[src/rtl/rx_fifo_sched.sv]
// rtl/rx_fifo_sched.sv - burst scheduler sharing one output port between the video and aux FIFOs
// Optional macro SCHED_STAT_EN adds saturating transfer and stall counters.
module rx_fifo_sched #(
   parameter int VID_BURST = 16,
   parameter int AUX_BURST = 32
) (
   input  logic        clk125,
   input  logic        sys_rst_n,
   input  logic        sched_en,
   input  logic        vid_empty,
   input  logic [28:0] vid_dout,
   output logic        vid_rd_en,
   input  logic        aux_empty,
   input  logic [23:0] aux_dout,
   output logic        aux_rd_en,
   output logic        out_valid,
   input  logic        out_ready,
   output logic        out_sel,
   output logic [28:0] out_data,
   output logic [1:0]  grant
`ifdef SCHED_STAT_EN
   ,
   output logic [15:0] stat_vid_words,
   output logic [15:0] stat_aux_words,
   output logic [15:0] stat_stall
`endif
);

   typedef enum logic [1:0] {
      IDLE = 2'b00,
      VID  = 2'b01,
      AUX  = 2'b10
   } state_t;

   localparam logic [7:0] VID_MAX = 8'(VID_BURST);
   localparam logic [7:0] AUX_MAX = 8'(AUX_BURST);

   state_t      state_q;
   logic [7:0]  cnt_q;
   logic [7:0]  cnt_d;
   logic        last_aux_q;
   logic        out_valid_q;
   logic        out_sel_q;
   logic [28:0] out_data_q;
   logic        slot_free;
   logic        vid_pop;
   logic        aux_pop;

   always_comb begin
      slot_free = !out_valid_q || out_ready;
      vid_pop   = (state_q == VID) && !vid_empty && slot_free && sched_en;
      aux_pop   = (state_q == AUX) && !aux_empty && slot_free && sched_en;
      cnt_d     = cnt_q + 8'd1;
   end

   always_ff @(posedge clk125 or negedge sys_rst_n) begin
      if (!sys_rst_n) begin
         state_q     <= IDLE;
         cnt_q       <= 8'd0;
         last_aux_q  <= 1'b0;
         out_valid_q <= 1'b0;
         out_sel_q   <= 1'b0;
         out_data_q  <= 29'd0;
      end else begin
         // The output register loads on the pop edge, so a word is visible one clock after its pop.
         if (vid_pop) begin
            out_data_q  <= vid_dout;
            out_sel_q   <= 1'b0;
            out_valid_q <= 1'b1;
         end else if (aux_pop) begin
            out_data_q  <= {5'b0, aux_dout};
            out_sel_q   <= 1'b1;
            out_valid_q <= 1'b1;
         end else if (out_valid_q && out_ready) begin
            out_valid_q <= 1'b0;
         end

         case (state_q)
            IDLE: begin
               cnt_q <= 8'd0;
               if (sched_en) begin
                  if (!aux_empty && (!last_aux_q || vid_empty)) state_q <= AUX;
                  else if (!vid_empty)                          state_q <= VID;
               end
            end
            VID: begin
               if (!sched_en || vid_empty || (vid_pop && cnt_d == VID_MAX)) begin
                  state_q    <= IDLE;
                  cnt_q      <= 8'd0;
                  last_aux_q <= 1'b0;
               end else if (vid_pop) begin
                  cnt_q <= cnt_d;
               end
            end
            AUX: begin
               // Leaving an aux grant hands the next decision to pending video.
               if (!sched_en || aux_empty || (aux_pop && cnt_d == AUX_MAX)) begin
                  state_q    <= IDLE;
                  cnt_q      <= 8'd0;
                  last_aux_q <= 1'b1;
               end else if (aux_pop) begin
                  cnt_q <= cnt_d;
               end
            end
            default: begin
               state_q <= IDLE;
               cnt_q   <= 8'd0;
            end
         endcase
      end
   end

   assign vid_rd_en = vid_pop;
   assign aux_rd_en = aux_pop;
   assign out_valid = out_valid_q;
   assign out_sel   = out_sel_q;
   assign out_data  = out_data_q;
   assign grant     = state_q;

`ifdef SCHED_STAT_EN
   logic [15:0] stat_vid_q;
   logic [15:0] stat_aux_q;
   logic [15:0] stat_stall_q;

   always_ff @(posedge clk125 or negedge sys_rst_n) begin
      if (!sys_rst_n) begin
         stat_vid_q   <= 16'd0;
         stat_aux_q   <= 16'd0;
         stat_stall_q <= 16'd0;
      end else begin
         if (out_valid_q && out_ready && !out_sel_q && stat_vid_q != 16'hFFFF)
            stat_vid_q <= stat_vid_q + 16'd1;
         if (out_valid_q && out_ready && out_sel_q && stat_aux_q != 16'hFFFF)
            stat_aux_q <= stat_aux_q + 16'd1;
         if (out_valid_q && !out_ready && stat_stall_q != 16'hFFFF)
            stat_stall_q <= stat_stall_q + 16'd1;
      end
   end

   assign stat_vid_words = stat_vid_q;
   assign stat_aux_words = stat_aux_q;
   assign stat_stall     = stat_stall_q;
`endif

endmodule

[config.mk]
export PLATFORM = sky130hd
export DESIGN_NAME = rx_fifo_sched
export DESIGN_NICKNAME = d
export VERILOG_FILES = /design/src/rtl/rx_fifo_sched.sv
export SDC_FILE = /design/constraint.sdc
export NUM_CORES = 1
export LEC_CHECK = 0
export BUFFER_PORTS_ARGS = -buffer_cell sky130_fd_sc_hd__buf_2
export CORE_UTILIZATION = 25
export CTS_CLUSTER_DIAMETER = 50
export DETAILED_ROUTE_END_ITERATION = 12
export GPL_TIMING_DRIVEN = 0
export SLEW_MARGIN = 40
export SYNTH_ARGS = -nofsm -noshare
export SYNTH_HDL_FRONTEND = slang
export SYNTH_SLANG_ARGS = --single-unit
export TNS_END_PERCENT = 100
[constraint.sdc]
create_clock -name clk125 -period 2.7 [get_ports clk125]
set_input_delay 0.54 -clock clk125 [delete_from_list [all_inputs] [get_ports clk125]]
set_output_delay 0.54 -clock clk125 [all_outputs]
set_load 0.02 [all_outputs]
# After elaboration in Yosys (flattened, before gate mapping)
# Cells that the tools add are included.
word_totals:
  out_inout_bits: 35
  wordCells: 66
  inputBits: 59
  regBits: 42
classes:
  mux: 21
  n_eq_ne: 10
  addsub: 1
  reduce_logical: 28
ops:
  columns: ["op", "count"]
  rows:
  - ["two-way mux 29 bit", 2]
  - ["two-way mux 8 bit", 4]
  - ["one-hot mux 8 bit (2 select lines)", 1]
  - ["logical AND 1 bit", 10]
  - ["two-way mux 2 bit", 5]
  - ["adder 8 x 1 -> 8 bit (second input constant)", 1]
  - ["== test 8 x 5 -> 1 bit (second input constant)", 1]
  - ["== test 8 x 6 -> 1 bit (second input constant)", 1]
  - ["two-way mux 1 bit", 7]
  - ["logical OR 1 bit", 6]
  - ["!= test 3 x 2 -> 1 bit (second input constant)", 2]
  - ["one-hot mux 2 bit (3 select lines)", 1]
  - ["zero test 1 bit", 5]
  - ["!= test 2 x 1 -> 1 bit (second input constant)", 2]
  - ["AND reduction 4 bit", 1]
  - ["nonzero test 2 bit", 2]
  - ["!= test 3 bit (second input constant)", 1]
  - ["AND reduction 3 bit", 1]
  - ["nonzero test 3 bit", 1]
  - ["== test 2 x 1 -> 1 bit (second input constant)", 1]
  - ["== test 2 bit (second input constant)", 1]
  - ["zero test 2 bit", 1]
  - ["!= test 2 bit (second input constant)", 1]
  - ["one-hot mux 1 bit (2 select lines)", 1]
  - ["AND reduction 2 bit", 1]

# Logic depth before layout (Yosys ltp)
# Gate-level depths: netlist of run 1.
depth:
  ltp_word: 8
  depth_mapped: 8
  ltp_nobuf: 8

# Worst setup path before layout of run 1
# OpenSTA, ideal clock, no wires.
synth_timing:
  path_type: "register to output"
  from: "register state_q[0] (netlist: grant[0])"
  to: "output port aux_rd_en"
  setup_slack_ns: 0.444
  t_arrival_ns: 1.716
  path_buffers: 1
  required_ns: 2.160
  path_stages_with_launch: 7
  cell_sequence: "dfrtp_1 -> inv_1 -> ha_1 -> nor2b_1 -> nand3_1 -> inv_2 -> buf_1"
synth_between:
  elab_chain_len: 4
synth_rtl:
  columns: ["item", "line", "text"]
  rows:
  - ["start, declared", "38", "state_t state_q;"]
  - ["start signal, assigned", "58", "state_q <= IDLE;"]
  - ["start signal, assigned", "82", "if (!aux_empty && (!last_aux_q || vid_empty)) state_q <= AUX;"]
  - ["start signal, assigned", "83", "else if (!vid_empty) state_q <= VID;"]
  - ["== test 2 bit", "52", "aux_pop = (state_q == AUX) && !aux_empty && slot_free && sched_en;"]
  - ["logical AND 1 bit (3 in series)", "52", null]
  - ["end, declared", "15", "output logic aux_rd_en,"]
# No other way between the ends.

# Worst setup path in the final report of run 1
# Ends and elaborated chain as after synthesis.

==> run_results.csv, run 1 <==
group,metric,value,unit
status,run_status,"complete, no violations",
critical_path,crit_required,2.16,ns
synthesis,mappedNetlistNets,305,
power_and_ir_drop,power.leakage,1.42,nW
global_route,grt.met3_usage,0.0299,
final_layout,syn2layout_area_growth,32.7,%
synthesis,postSynthRegisterBits,42,
sta,timing_max_transition_violations_final,0,
synthesis,synth-edff-count,0,
critical_path,cp-startpoint,"grant[0]",
floorplan,floorplan.die.height,94.1,um
sta,layout_min_cycle_time,2.49,ns
detailed_routing,remaining_drc_errors,0,
final_layout,drive_above_1_share,0.328,
critical_path,path_max_fanout,18,
clocking,cts_hold_repair.buffers,0,
floorplan,io_pins,94,
final_layout,antenna_cells_inserted,0,
detailed_routing,ant_nets,0,
floorplan,die_width,94.1,um
final_layout,fin_nets,404,
global_route,grt_util_met1,0.182,
synthesis,synth_top_area_frac,0.496,
global_route,grt_antenna_before_repair,0,
floorplan,die-area,0.00885,sq mm
placement,io_buffer_count,93,
power_and_ir_drop,ir_drop,0.413,mV
global_route,largest_net_degree_at_the_start_of_global_routing,43,
synthesis,syn_avg_cell_area,8.79,sq um
floorplan,placeableCoreArea,0.00822,sq mm
detailed_routing,average_wire_length_per_cell_after_detail_routing,13.1,um
detailed_routing,dr.pass1.iters,4,
global_route,busiest_layer,"met2",
clocking,clock_latency,0.30,ns
critical_path,critical_path_arrival,1.95,ns
power_and_ir_drop,power-per-cell-area,942,mW/mm^2
clocking,clk_transition_reported_paths,0.09,ns
global_route,vias_in_the_first_global_route,2028,
synthesis,synth_seq_area_share,0.496,
global_route,remaining_global_route_overflow,0,
critical_path,r2r_startpoint,"cnt_q[0]",
detailed_routing,detail_route.iter0.violations,90,
min_path,timing.hold.worst.class,"primary input to async pin",
synthesis,yosys_most_used_dff,"sky130_fd_sc_hd__dfrtp_1",
clocking,cts_buf_count,5,
placement,dp_wirelength,4370,um
floorplan,initial_util,0.258,
critical_path,rrSetupSlack,0.37,ns
clocking,ctsLongestPathBuffers,2,
critical_path,worst-setup-path-type,"flop to output pin",
job,drv_cap,0,
synthesis,synthTopCellsByArea,"sky130_fd_sc_hd__dfrtp_1 50%, sky130_fd_sc_hd__nand2_1 11%, sky130_fd_sc_hd__a31oi_1 7.1%, sky130_fd_sc_hd__nor2_1 5.8%, sky130_fd_sc_hd__a22o_1 3.7%",
sta,timing_worst_slew_pin_value,0.558,ns
synthesis,cell_with_the_most_instances_after_synthesis,"sky130_fd_sc_hd__nand2_1",
sta,maxSlewHeadroom,0.627,
sta,grt_setup_unrepaired,"no",
placement,detailed_place.area,0.00272,sq mm
sta,final-hold-violation-count,0,
synthesis,ys_types,38,
clocking,cts.htree.levels,2,
clocking,postCtsSetupRepairBufs,0,
synthesis,synth-async-reset-ratio,1.00,
sta,period_utilisation_layout,0.920,
detailed_routing,drt-total-wl,5830,um
global_route,grt_util_all_layers,0.140,
synthesis,synth_area,0.00212,sq mm
clocking,library_cell_used_as_clock_root_buffer,"sky130_fd_sc_hd__clkbuf_8",
sta,skew,0.0172,ns
critical_path,timing.critical_path.from_type,"flop",
critical_path,crit_path_end_kind,"output pin",
placement,pre_cts_ws,-0.0584,ns
floorplan,standard_cell_rows,33,
clocking,cts_tree,"done",
synthesis,yosys_warnings,0,
critical_path,reg2reg_depth,7,
synthesis,list_of_most_frequent_post_synthesis_cells,"62 x sky130_fd_sc_hd__nand2_1, 42 x sky130_fd_sc_hd__dfrtp_1, 33 x sky130_fd_sc_hd__nor2_1, 24 x sky130_fd_sc_hd__a31oi_1, 9 x sky130_fd_sc_hd__a22o_1",
sta,post-route-worst-setup-slack,0.215,ns
clocking,cts_sinks,42,
sta,maximum_operating_frequency,402,MHz
placement,finalWeightedCongestion,0.784,
synthesis,synth_top_cell_by_area,"sky130_fd_sc_hd__dfrtp_1",
detailed_routing,routed-via-count,2081,
synthesis,syn_inst,241,
final_layout,finalInstanceArea,0.00281,sq mm
global_route,grtUsageMet2,0.229,
sta,finalSetupViolations,0,
global_route,global_route_wire_length_before_repair,9690,um
critical_path,r2r_path_end,"cnt_q[0]",
detailed_routing,avgViaCountPerCell,4.67,
-- metal layers --
layer / share of wire / up-vias
met5: 0 / -
met4: 0.011 / 0
met3: 0.046 / 4
met2: 0.49 / 60
met1: 0.45 / 981
li1: - / 1036
-- what timing repair did --
action                     in CTS  in global routing
setup endpoints to repair       1                  1
resized for setup               1                  2
cloned                          0                  0
-- registers in the layout, summed over array words and instances (netlist names) --
signal	flops
grant	2
out_valid	1
out_sel	1
cnt_q	8
last_aux_q	1
out_data	29
-- layout by cell type (no fill, tap or decap), drive strengths merged, types with 3 or more instances in the layout --
cell type	instances
a31oi	24
buf	96
nand3	8
nand2	62
dfrtp	42
o21ai	7
inv	8
clkbuf	13
a21oi	3
a22o	9
nor2	33
ha	5
-- critical path, stage by stage (launching register included) --
cell,delay [ns]
sky130_fd_sc_hd__dfrtp_1,0.42
sky130_fd_sc_hd__inv_1,0.10
sky130_fd_sc_hd__ha_1,0.16
sky130_fd_sc_hd__nor2b_1,0.28
sky130_fd_sc_hd__nand3_2,0.28
sky130_fd_sc_hd__inv_6,0.22
sky130_fd_sc_hd__buf_2,0.19
-- layout make-up --
type                            instances  area (sq um)
Inverter                                7          31.3
Sequential cell                        42          1050
Timing Repair Buffer                   93           468
Buffer                                 11          42.5
Clock buffer                            5          68.8
Clock inverter                          3          18.8
Tap cell                              105           131
Multi-Input combinational cell        180          1000
Fill cell                             864          5400
-- cell families (layout without fill, tap and decap cells) --
group                    Yosys count  after routing  synth area share
AO/OA/AOI/OAI                     59             59             0.205
adder cells (fa/ha/maj)            5              5            0.0295
AND/OR/NAND/NOR                  113            113             0.221
multiplexers                       1              1           0.00531
XOR/XNOR                           2              2           0.00827
buffers and inverters             19            119            0.0342
flip-flops                        42             42             0.496
-- power breakdown --
| group | internal [mW] | switching [mW] |
|---|---|---|
| Clock | 0.182 | 0.231 |
| Combinational | 0.447 | 0.755 |
| Sequential | 0.885 | 0.148 |
-- worst max path at each step --
stage	end	slack [ns]	depth (start not counted)
global route	aux_rd_en	0.004	6
global placement	aux_rd_en	-0.07	7
finish	aux_rd_en	0.21	6
detailed placement	aux_rd_en	-0.06	7
floorplan	aux_rd_en	0.44	6
CTS	aux_rd_en	0.02	6
-- stage by stage --
stage | setup TNS [ns] | cells | util | power [mW] | hold slack, ns
after floorplan | 0 | 241 | - | 1.81 | 0.244
after global placement | -0.0692 | 439 | 0.331 | 2.23 | 0.479
after detailed placement | -0.0584 | 439 | 0.331 | 2.26 | 0.480
after CTS | 0 | 446 | 0.341 | 2.68 | 0.247
after global routing | 0 | 446 | 0.342 | 2.87 | 0.265
final | 0 | 446 | 0.342 | 2.65 | 0.231
(Power assumes the default switching activity.)
==> run 2: changes to the inputs <==
--- a/config.mk
+++ b/config.mk
@@ -10,6 +10,7 @@
 export CTS_CLUSTER_DIAMETER = 50
 export DETAILED_ROUTE_END_ITERATION = 12
 export GPL_TIMING_DRIVEN = 0
+export REMOVE_ABC_BUFFERS = 1
 export SLEW_MARGIN = 40
 export SYNTH_ARGS = -nofsm -noshare
 export SYNTH_HDL_FRONTEND = slang
==> run 2 against run 1 <==
Compared with the run above:
- sequential power about the same
- flip-flop and latch count unchanged
- clock power is 22% higher
- first-iteration DRC count up 98%
- global-route usage increased by 0.78 points
- largest cell class is now multi-input combinational cells
- largest power group unchanged
==> run_results.csv, run 2 (same netlist as run 1, synthesis figures left out) <==
group,metric,value,unit
placement,post-place-cells,427,
critical_path,crit_chain,"inv_1 -> ha_1 -> nor2b_4 -> nand3_4 -> inv_8 -> buf_2",
final_layout,syn2layout_area_growth,34.9,%
sta,skew,0.00739,ns
detailed_routing,detail_route.iter0.violations,178,
floorplan,die-area,0.00885,sq mm
critical_path,worst-setup-path-type,"flop to output pin",
detailed_routing,average_wire_length_per_cell_after_detail_routing,14.1,um
floorplan,io_pins,94,
clocking,cts.htree.levels,2,
clocking,ctsLongestPathBuffers,2,
critical_path,crit_required,2.16,ns
placement,finalWeightedCongestion,0.798,
clocking,clock_latency,0.29,ns
final_layout,final_common_cell,"sky130_fd_sc_hd__buf_2",
critical_path,worst-path-buf-inv,3,
sta,grt_setup_unrepaired,"no",
critical_path,critical_path_arrival,1.99,ns
critical_path,timing.critical_path.from_type,"flop",
sta,timing_max_transition_violations_final,0,
sta,period_utilisation_layout,0.936,
clocking,postCtsSetupRepairBufs,0,
clocking,cts_buf_count,5,
floorplan,floorplan.die.height,94.1,um
power_and_ir_drop,power-per-cell-area,965,mW/mm^2
final_layout,layout.filler_cells,877,
power_and_ir_drop,power_frac_comb,0.444,
global_route,grt_util_all_layers,0.148,
min_path,timing.hold.worst.class,"primary input to async pin",
sta,timing_worst_slew_pin_value,0.663,ns
final_layout,antenna_cells_inserted,0,
critical_path,path_max_fanout,27,
global_route,remaining_global_route_overflow,0,
detailed_routing,dr.pass1.iters,4,
sta,maximum_operating_frequency,396,MHz
clocking,library_cell_used_as_clock_root_buffer,"sky130_fd_sc_hd__clkbuf_8",
final_layout,largest_register_ffs,29,
detailed_routing,met2RoutedLength,2880,um
placement,detailed_place.area,0.00269,sq mm
global_route,largest_net_degree_at_the_start_of_global_routing,43,
placement,io_buffer_count,93,
final_layout,drive_above_1_share,0.348,
final_layout,fin_util,0.348,
detailed_routing,drt-met1-wl,2950,um
detailed_routing,remaining_drc_errors,0,
final_layout,stdcell_count,438,
status,run_status,"complete, no violations",
power_and_ir_drop,power_switching_share,0.414,
job,drv_cap,0,
critical_path,critPathTopFamily,"buffers and inverters",
sta,maxSlewHeadroom,0.558,
final_layout,fin_nets,396,
final_layout,finalInstanceArea,0.00286,sq mm
power_and_ir_drop,pwr-share-clk,0.182,
power_and_ir_drop,ir_drop,0.374,mV
critical_path,worst_path_max_delay_cell,"sky130_fd_sc_hd__dfrtp_1",
final_layout,most-common-layout-cells,"92 x sky130_fd_sc_hd__buf_2, 62 x sky130_fd_sc_hd__nand2_1, 42 x sky130_fd_sc_hd__dfrtp_1",
sta,finalSetupViolations,0,
power_and_ir_drop,netSwitchingPower,1.14,mW
critical_path,crit_path_end_kind,"output pin",
detailed_routing,avgViaCountPerCell,4.84,
power_and_ir_drop,power.leakage,1.42,nW
power_and_ir_drop,power.share.sequential,0.374,
detailed_routing,drt-total-wl,6160,um
clocking,cts_sinks,42,
detailed_routing,routed-via-count,2120,
floorplan,initial_util,0.258,
critical_path,path_depth,6,
detailed_routing,met3RoutedLength,285,um
placement,dp_wirelength,3690,um
sta,final-hold-violation-count,0,
floorplan,die_width,94.1,um
global_route,vias_in_the_first_global_route,1976,
clocking,clk_transition_reported_paths,0.08,ns
global_route,grt_antenna_before_repair,0,
clocking,cts_tree,"done",
detailed_routing,ant_nets,0,
clocking,cts_hold_repair.buffers,0,
floorplan,placeableCoreArea,0.00822,sq mm
sta,layout_min_cycle_time,2.53,ns
floorplan,standard_cell_rows,33,
detailed_routing,highest_layer,"met4",
critical_path,slowest_delay,0.43,ns
global_route,global_route_wire_length_before_repair,10000,um
critical_path,reg2reg_depth,7,
power_and_ir_drop,cell_internal_pwr,1.62,mW
## run 2: changes by cell type in the layout (fill, tap and decap cells not counted), sizes merged, moves of 2 or more
cell,change
clkinv,-2
nand3,+3
clkbuf,-7
buf,-3
## run 2: area by class of cell
cell class                 count  area, sq um  area share
multi-input combinational    183         1070       0.373
sequential                    42         1050       0.367
timing repair buffer          93          468       0.164
tap                          105          131      0.0459
clock buffer                   6         72.6      0.0254
clock inverter                 2         37.5      0.0131
inverter                       7         33.8      0.0118
## run 2: path summary, 6_finish.rpt
kind,slack (ns),endpoint,startpoint
setup / recovery,0.17,aux_rd_en,grant[0]
hold / removal,0.22,out_data[19],sys_rst_n
setup reg to reg,0.30,cnt_q[0],cnt_q[0]
hold reg to reg,0.49,out_sel,out_sel
max in group asynchronous,2.08,out_data[28],sys_rst_n
min in group clk125,0.48,out_data[25],vid_dout[25]
## run 2: routing by layer
metal,global-route usage,up-vias
met5,0,-
met4,0.0269,0
met3,0.0316,5
met2,0.240,69
met1,0.205,1019
li1,-,1027
## run 2: repair_timing
item                                    CTS  global route
hold endpoints to repair                  0             0
resized for setup                         6             2
gates cloned                              3             0
endpoints found under the setup margin    7             2
pin swaps                                 2             1
## run 2: per-stage QoR
stage	hold slack, ns	TNS, ns	worst slack [ns]	total power [mW]
floorplan	0.244	-0.0785	-0.0785	1.80
global placement	0.479	-10.48	-0.778	2.21
detailed placement	0.480	-0.268	-0.259	2.23
CTS	0.262	0	0.0156	2.78
global route	0.278	0	0.0123	2.97
finish	0.224	0	0.174	2.76
## run 2: worst reg2reg max path: cells and delay by family (launching register included)
kind,cells,cell delay (ns)
DFF,1,0.44
muxes,1,0.29
and+or+nand+nor,1,0.14
AOI/OAI and AO/OA,3,0.81
xor gates and xnor gates,1,0.33
adders and majority gates,1,0.28
## run 2: power by group through the flow
stage	registers [mW]	logic, mW	clock network [mW]
3_5_place_dp	1.03	1.20	0
6_report	1.03	1.22	0.504
2_1_floorplan	1.33	0.464	0
4_1_cts	1.03	1.23	0.524
3_3_place_gp	1.04	1.18	0
5_1_grt	1.07	1.33	0.565
